## config.mk

```make
export PLATFORM = sky130hd
export DESIGN_NAME = wb_result_queue_flat
export DESIGN_NICKNAME = d
export VERILOG_FILES = /design/src/rtl/wb_result_queue_if.sv /design/src/rtl/wb_result_queue.sv /design/src/flat_wrapper.sv
export SDC_FILE = /design/constraint.sdc
export NUM_CORES = 1
export LEC_CHECK = 0
export BUFFER_PORTS_ARGS = -buffer_cell sky130_fd_sc_hd__buf_4
export CORE_MARGIN = 4
export CORE_UTILIZATION = 40
export CTS_BUF_LIST = sky130_fd_sc_hd__clkbuf_4
export CTS_CLUSTER_DIAMETER = 100
export CTS_CLUSTER_SIZE = 8
export DETAILED_ROUTE_END_ITERATION = 10
export MAX_ROUTING_LAYER = met4
export PLACE_DENSITY_LB_ADDON = 0.15
export SYNTH_ARGS = -nofsm -noshare
export SYNTH_HDL_FRONTEND = slang
export SYNTH_SLANG_ARGS = --single-unit
export TNS_END_PERCENT = 10
```

## constraint.sdc

```tcl
create_clock -name clk -period 6.8 [get_ports clk]
set_input_delay 1.36 -clock clk [delete_from_list [all_inputs] [get_ports clk]]
set_output_delay 1.36 -clock clk [all_outputs]
set_load 0.005 [all_outputs]
```

## src/rtl/wb_result_queue_if.sv

```systemverilog
// Writeback result queue bundle: producer enqueue lanes, writeback slots and redirect.
// The slave modport is the queue's view; the master modport is the environment's view.
interface wb_result_queue_if #(
   parameter int IN_SIZE  = 2,
   parameter int OUT_SIZE = 1,
   parameter int ROB_W    = 6,
   parameter int PREG_W   = 6,
   parameter int XLEN     = 32
);
   logic [IN_SIZE-1:0]         in_valid;
   logic                       in_ready;
   logic [IN_SIZE*ROB_W-1:0]   in_rob_idx;
   logic [IN_SIZE*PREG_W-1:0]  in_rd;
   logic [IN_SIZE*XLEN-1:0]    in_res;
   logic [OUT_SIZE-1:0]        wb_en;
   logic [OUT_SIZE*ROB_W-1:0]  wb_rob_idx;
   logic [OUT_SIZE*PREG_W-1:0] wb_rd;
   logic [OUT_SIZE*XLEN-1:0]   wb_res;
   logic [OUT_SIZE-1:0]        wb_valid;
   logic                       flush;
   logic [ROB_W-1:0]           flush_rob_idx;

   modport slave (
      input  in_valid, in_rob_idx, in_rd, in_res, wb_valid, flush, flush_rob_idx,
      output in_ready, wb_en, wb_rob_idx, wb_rd, wb_res
   );

   modport master (
      output in_valid, in_rob_idx, in_rd, in_res, wb_valid, flush, flush_rob_idx,
      input  in_ready, wb_en, wb_rob_idx, wb_rd, wb_res
   );
endinterface

```

## src/rtl/wb_result_queue.sv

```systemverilog
// In-order circular queue buffering multi-cycle FU results for the writeback bus.
// Entries younger than a redirect are marked dead and drain without a handshake.
module wb_result_queue #(
   parameter int IN_SIZE  = 2,
   parameter int OUT_SIZE = 1,
   parameter int DEPTH    = 4,
   parameter int ROB_W    = 6,
   parameter int PREG_W   = 6,
   parameter int XLEN     = 32
) (
   input logic clk,
   input logic rst,
   wb_result_queue_if.slave bus
);
   localparam int IDX_W = $clog2(DEPTH);
   localparam int PTR_W = IDX_W + 1;

   logic [PTR_W-1:0]  head_p1, tail_p1, count;
   logic [DEPTH-1:0]  vld_p1, live_p1;
   logic [ROB_W-1:0]  rob_p1 [DEPTH];
   logic [PREG_W-1:0] rd_p1  [DEPTH];
   logic [XLEN-1:0]   res_p1 [DEPTH];

   logic [OUT_SIZE-1:0] pop_go;
   logic [IDX_W-1:0]    pop_slot [OUT_SIZE];
   logic [PTR_W-1:0]    pop_cnt;
   logic                chain;

   logic [IN_SIZE-1:0]  enq_we;
   logic [IDX_W-1:0]    enq_slot [IN_SIZE];
   logic [PTR_W-1:0]    enq_cnt;

   // The MSB is the wrap bit; a differing wrap bit inverts the index comparison.
   function automatic logic younger(input logic [ROB_W-1:0] a, input logic [ROB_W-1:0] b);
      return (a[ROB_W-1] != b[ROB_W-1]) ^ (a[ROB_W-2:0] > b[ROB_W-2:0]);
   endfunction

   assign count        = tail_p1 - head_p1;
   assign bus.in_ready = (int'(count) + IN_SIZE) <= DEPTH;

   always_comb begin
      bus.wb_en      = '0;
      bus.wb_rob_idx = '0;
      bus.wb_rd      = '0;
      bus.wb_res     = '0;
      pop_go         = '0;
      pop_cnt        = '0;
      chain          = 1'b1;
      for (int k = 0; k < OUT_SIZE; k++) begin
         pop_slot[k] = head_p1[IDX_W-1:0] + IDX_W'(k);
         if (vld_p1[pop_slot[k]]) begin
            bus.wb_en[k]                     = live_p1[pop_slot[k]];
            bus.wb_rob_idx[k*ROB_W +: ROB_W] = rob_p1[pop_slot[k]];
            bus.wb_rd[k*PREG_W +: PREG_W]    = rd_p1[pop_slot[k]];
            bus.wb_res[k*XLEN +: XLEN]       = res_p1[pop_slot[k]];
         end
         // Pops form a prefix: a stalled slot blocks every slot behind it.
         chain     = chain & vld_p1[pop_slot[k]] & (~live_p1[pop_slot[k]] | bus.wb_valid[k]);
         pop_go[k] = chain;
         pop_cnt   = pop_cnt + {{(PTR_W-1){1'b0}}, chain};
      end
   end

   always_comb begin
      enq_we  = '0;
      enq_cnt = '0;
      for (int i = 0; i < IN_SIZE; i++) begin
         enq_slot[i] = '0;
         if (bus.in_ready && bus.in_valid[i] &&
             !(bus.flush && younger(bus.in_rob_idx[i*ROB_W +: ROB_W], bus.flush_rob_idx))) begin
            enq_we[i]   = 1'b1;
            enq_slot[i] = tail_p1[IDX_W-1:0] + enq_cnt[IDX_W-1:0];
            enq_cnt     = enq_cnt + PTR_W'(1);
         end
      end
   end

   // Control state: pointers, occupancy and liveness.
   always_ff @(posedge clk) begin
      if (rst) begin
         head_p1 <= '0;
         tail_p1 <= '0;
         vld_p1  <= '0;
         live_p1 <= '0;
      end else begin
         head_p1 <= head_p1 + pop_cnt;
         tail_p1 <= tail_p1 + enq_cnt;
         for (int d = 0; d < DEPTH; d++) begin
            if (bus.flush && vld_p1[d] && younger(rob_p1[d], bus.flush_rob_idx))
               live_p1[d] <= 1'b0;
         end
         for (int k = 0; k < OUT_SIZE; k++) begin
            if (pop_go[k])
               vld_p1[pop_slot[k]] <= 1'b0;
         end
         for (int i = 0; i < IN_SIZE; i++) begin
            if (enq_we[i]) begin
               vld_p1[enq_slot[i]]  <= 1'b1;
               live_p1[enq_slot[i]] <= 1'b1;
            end
         end
      end
   end

   // Payload storage; never read unless the matching occupancy bit is set.
   always_ff @(posedge clk) begin
      for (int i = 0; i < IN_SIZE; i++) begin
         if (enq_we[i]) begin
            rob_p1[enq_slot[i]] <= bus.in_rob_idx[i*ROB_W +: ROB_W];
            rd_p1[enq_slot[i]]  <= bus.in_rd[i*PREG_W +: PREG_W];
            res_p1[enq_slot[i]] <= bus.in_res[i*XLEN +: XLEN];
         end
      end
   end
endmodule

```

## src/flat_wrapper.sv

```systemverilog
// flat-port wrapper written by rule: the top's interface ports become plain ports
module wb_result_queue_flat 
#(
   parameter int IN_SIZE  = 2,
   parameter int OUT_SIZE = 1,
   parameter int DEPTH    = 4,
   parameter int ROB_W    = 6,
   parameter int PREG_W   = 6,
   parameter int XLEN     = 32
)
  (clk, rst, bus_in_valid, bus_in_rob_idx, bus_in_rd, bus_in_res, bus_wb_valid, bus_flush, bus_flush_rob_idx, bus_in_ready, bus_wb_en, bus_wb_rob_idx, bus_wb_rd, bus_wb_res);
  wb_result_queue_if #(.IN_SIZE(IN_SIZE), .OUT_SIZE(OUT_SIZE), .ROB_W(ROB_W), .PREG_W(PREG_W), .XLEN(XLEN)) bus_i ();
  input logic clk;
  input logic rst;
  input wire logic [$bits(bus_i.in_valid)-1:0] bus_in_valid;
  input wire logic [$bits(bus_i.in_rob_idx)-1:0] bus_in_rob_idx;
  input wire logic [$bits(bus_i.in_rd)-1:0] bus_in_rd;
  input wire logic [$bits(bus_i.in_res)-1:0] bus_in_res;
  input wire logic [$bits(bus_i.wb_valid)-1:0] bus_wb_valid;
  input wire logic [$bits(bus_i.flush)-1:0] bus_flush;
  input wire logic [$bits(bus_i.flush_rob_idx)-1:0] bus_flush_rob_idx;
  output wire logic [$bits(bus_i.in_ready)-1:0] bus_in_ready;
  output wire logic [$bits(bus_i.wb_en)-1:0] bus_wb_en;
  output wire logic [$bits(bus_i.wb_rob_idx)-1:0] bus_wb_rob_idx;
  output wire logic [$bits(bus_i.wb_rd)-1:0] bus_wb_rd;
  output wire logic [$bits(bus_i.wb_res)-1:0] bus_wb_res;
  assign bus_i.in_valid = bus_in_valid;
  assign bus_i.in_rob_idx = bus_in_rob_idx;
  assign bus_i.in_rd = bus_in_rd;
  assign bus_i.in_res = bus_in_res;
  assign bus_i.wb_valid = bus_wb_valid;
  assign bus_i.flush = bus_flush;
  assign bus_i.flush_rob_idx = bus_flush_rob_idx;
  assign bus_in_ready = bus_i.in_ready;
  assign bus_wb_en = bus_i.wb_en;
  assign bus_wb_rob_idx = bus_i.wb_rob_idx;
  assign bus_wb_rd = bus_i.wb_rd;
  assign bus_wb_res = bus_i.wb_res;
  wb_result_queue #(.IN_SIZE(IN_SIZE), .OUT_SIZE(OUT_SIZE), .DEPTH(DEPTH), .ROB_W(ROB_W), .PREG_W(PREG_W), .XLEN(XLEN)) u_core (.clk(clk), .rst(rst), .bus(bus_i));
endmodule
```

==> out/qor.txt <==
=====================================================================================================
DP Cell Count                                                                                    1217
Wire length of the first global-routing pass                                                 40.51 mm
Post-synthesis share of cell area spent on xor and xnor gates                                 0.01480
Status                                                                                   finished clean
Setup TNS Final                                                                                  0 ns
Basic-gate share of the synthesized area counting and, or, nand and nor cells                 0.09969
Number of buffers added to fix hold violations after cts                                            0
Total vias in the final route                                                                    6669
Synthesized cell area                                                                       10570 µm²
Startpoint type of the worst setup path                                                     flip-flop
Maximum ir drop on the vdd rail                                                           0.0003514 V
Detailed Route Iter0 Violations                                                                   477
Share of cells above drive strength 1                                                          0.4092
Delay of the slowest cell on the worst path                                                   0.95 ns
Max Buffers Root-to-Sink                                                                            2
Seq/Total Area, Yosys                                                                          0.5266
Worst Reg2Reg Path Length in Cells                                                                 12
Die W                                                                                        170.5 µm
Clock tree from TritonCTS                                                                       built
Number of setup violations in the final report                                                      0
Highest achievable clock rate                                                              0.1958 GHz
Flip-flop and latch count after synthesis                                                         190
Max H-tree Level                                                                                    4
Total buffers and inverters traversed by the critical path                                          1
Compound-gate portion of the synthesized area                                                 0.02865
Cell repeated most along the worst path                                                  sky130_fd_sc_hd__ha_1
Kind of cell with the highest combined delay on the critical path                         adder cells
Yosys Warn Count                                                                                    0
Clock period minus final worst setup slack                                                   5.107 ns
Standard cell core area                                                                     26060 µm²
Post-detailed-route DRC marker count                                                                0
Hold path cells                                                                                     2
Max Cap Violations                                                                                  0
Hold Crit Endpoint                                                                       u_core.vld_p1[1]
Multiplexer fraction of the synthesized cell area                                              0.2543
CP cell instances                                                                        ha_1 -> inv_1 -> fa_1 -> xnor2_1 -> ha_1 -> o21ai_1 -> o311a_1 -> ha_1 -> xor2_1 -> nand4_1 -> or3_2 -> mux2_1
Worst-path clk slew                                                                           0.16 ns
Worst min-delay path startpoint                                                          u_core.vld_p1[1]
Highest-count cells in the layout ignoring fill and taps                                 176 x sky130_fd_sc_hd__edfxtp_1, 154 x sky130_fd_sc_hd__buf_4, 134 x sky130_fd_sc_hd__nand2_1
Critical Path Sink Type                                                                     flip-flop
Net count of the mapped netlist                                                                   905
Post-detailed-route wirelength per cell                                                      21.07 µm
Vias per cell                                                                                   5.331
Detail Placement HPWL                                                                        16.83 mm
Layout Cells excl Fill                                                                           1251
Post-CTS setup buffer count                                                                         0
Multi-input gate area in the final layout                                                    4722 µm²
Combinational family with the most area after synthesis                                  multiplexers
Hold WC Path Type                                                                        flip-flop to flip-flop
Antenna violations before repair                                                                    2
Height of the die                                                                            170.5 µm
Routed Wire Length                                                                           26.35 mm
Global-route congestion overflow total                                                              0
NumNets Final                                                                                    1040
Initial core utilization                                                                       0.4055
Setup slack on the worst flop-to-flop path                                                    1.69 ns
Clock tree root buffer cell                                                              sky130_fd_sc_hd__clkbuf_4
Die Footprint                                                                               29080 µm²
Headroom to the max-slew limit                                                                 0.2268
Data arrival time of the critical path                                                        5.41 ns
Maximum number of pins on one net before global-route repair                                       49
Required @ worst endpoint                                                                     7.10 ns
Avg Synthesized Cell Area                                                                   13.80 µm²
Startpoint of the worst-slack reg-to-reg timing path                                     u_core.head_p1[0]
Transition time at the pin with the least slew margin                                        1.160 ns
Worst Path Max Fanout                                                                              45
Number of top-level design ports                                                                  146
Library cell contributing the largest single delay on the critical path                  sky130_fd_sc_hd__or3_2
Post-synth EDFFs                                                                                  176
# port buffers                                                                                    145
Post-synthesis share of cell area spent on full adders, half adders and majority gates        0.04760
TritonCTS Sinks                                                                                   190
Number of fill cells in the layout                                                               2339
Start point of the critical path                                                         u_core.head_p1[0]
Iteration count of the initial detailed-routing pass                                                4
Clock latency on the worst-skew pair                                                          0.56 ns
FF-to-FF End                                                                             u_core.rob_p1[3][5]
Post-route clock skew                                                                      0.02491 ns
Most frequently used flop master after synthesis                                         sky130_fd_sc_hd__edfxtp_1
Post-cts resize count                                                                               0
Clock buffer count from CTS                                                                        17
Sequential Area                                                                              5570 µm²
Unrepaired setup endpoints after global routing                                                 false
Residual antenna-violating net count after detailed routing                                         0
Ys async rst share                                                                                  0
Post-Synthesis Cells                                                                              766
Leakage power                                                                                4.742 nW
Netlist cell types                                                                                 42
Global routing usage summed across all routing layers                                          0.1880
Number of slew-limit violations in the final report                                                 0
Areal power density over the cells                                                       393.4 nW/µm²
Category of the most critical setup path                                                 flip-flop to flip-flop
Number of global-route vias before repair                                                        6875
Site Rows                                                                                          59
Layout Area Growth over Synthesis                                                              16.49%
Count of endpoints failing hold in the final timing report                                          0
Most common cell after layout, fill and taps aside                                       sky130_fd_sc_hd__edfxtp_1
Period utilization                                                                             0.7510
Global placement routability congestion                                                        0.8365
Worst path depth                                                                                   12
=====================================================================================================
==> cells in the mapped netlist (5+ instances only) <==
cell type                  instances  area share
sky130_fd_sc_hd__a21oi_1          17      0.0081
sky130_fd_sc_hd__a31oi_1           5      0.0030
sky130_fd_sc_hd__buf_2            17      0.0081
sky130_fd_sc_hd__buf_6             5      0.0053
sky130_fd_sc_hd__clkbuf_1         17      0.0060
sky130_fd_sc_hd__dfxtp_1          14       0.027
sky130_fd_sc_hd__edfxtp_1        176        0.50
sky130_fd_sc_hd__ha_1             37       0.044
sky130_fd_sc_hd__inv_1            22      0.0078
sky130_fd_sc_hd__mux2_1            5      0.0053
sky130_fd_sc_hd__mux2_2           90       0.096
sky130_fd_sc_hd__mux2_4           38       0.054
sky130_fd_sc_hd__mux4_2           45       0.096
sky130_fd_sc_hd__nand2_1         134       0.048
sky130_fd_sc_hd__nor2_1           14      0.0050
sky130_fd_sc_hd__nor2b_1          52       0.031
sky130_fd_sc_hd__o21ai_0          17      0.0081
sky130_fd_sc_hd__xnor2_1          12      0.0099
==> area by class of cell <==
class,instances,share of cell area
antenna,2,0.0004065
timing repair buffer,157,0.09879
tap,335,0.03405
inverter,22,0.006708
sequential,190,0.4525
multi-input combinational,513,0.3836
clock inverter,14,0.01301
clock buffer,18,0.01098
==> layer usage <==
layer	vias to the layer above	global-route usage	share of wire	routed length, µm
met5	-	-	0	0
met4	0	0.03438	0.0075	198
met3	15	0.03396	0.047	1243
met2	185	0.2928	0.48	12570
met1	3356	0.2635	0.47	12340
li1	3113	-	-	-
==> logic make-up (layout without fill, tap and decap cells) <==
| group | count (synthesis) | in the layout |
|---|---|---|
| mux | 181 | 181 |
| xor+xnor | 17 | 17 |
| flops | 190 | 190 |
| simple gates | 224 | 224 |
| fa+ha+maj | 39 | 39 |
| compound gates | 52 | 52 |
| buf+inv | 63 | 211 |
| other cells | 0 | 2 |
==> metrics by stage <==
step,setup WS [ns],power [W],hold WS (ns),area (µm²),util
CTS,1.688,0.004912,0.4964,12310,0.4722
global route,1.422,0.005133,0.5222,12310,0.4724
finish,1.693,0.004843,0.4975,12310,0.4724
global placement,1.331,0.004240,0.4671,12010,0.4609
floorplan,1.432,0.003418,0.4490,10570,-
detailed placement,1.265,0.004256,0.4767,12010,0.4609
==> state kept, by name, summed over array words and instances (netlist names) <==
| name | cells |
|---|---|
| u_core.live_p1 | 4 |
| u_core.tail_p1 | 3 |
| u_core.vld_p1 | 4 |
| u_core.head_p1 | 3 |
| u_core.rd_p1 | 24 |
| u_core.rob_p1 | 24 |
| u_core.res_p1 | 128 |
==> power by group <==
group	switching [W]	leakage [nW]	total [W]	internal [W]
Clock	0.000396	0.164	0.000656	0.000260
Combinational	0.00117	2.85	0.00224	0.00107
Sequential	0.000126	1.73	0.00194	0.00182
==> tightest hold or removal path, delay by kind of cell, from the launching register on <==
family          cells  cell delay (ns)
flops               1             0.35
simple gates        1             0.06
compound gates      1             0.06
==> how the worst max path moves through the flow <==
stage | endpoint
final | u_core.rob_p1[3][5]
after global placement | u_core.res_p1[1][29]
after detailed placement | u_core.rd_p1[1][0]
after global routing | u_core.rob_p1[1][0]
after CTS | u_core.res_p1[1][18]
after floorplan | u_core.rd_p1[2][0]
Power figures use the tool's default switching activity.
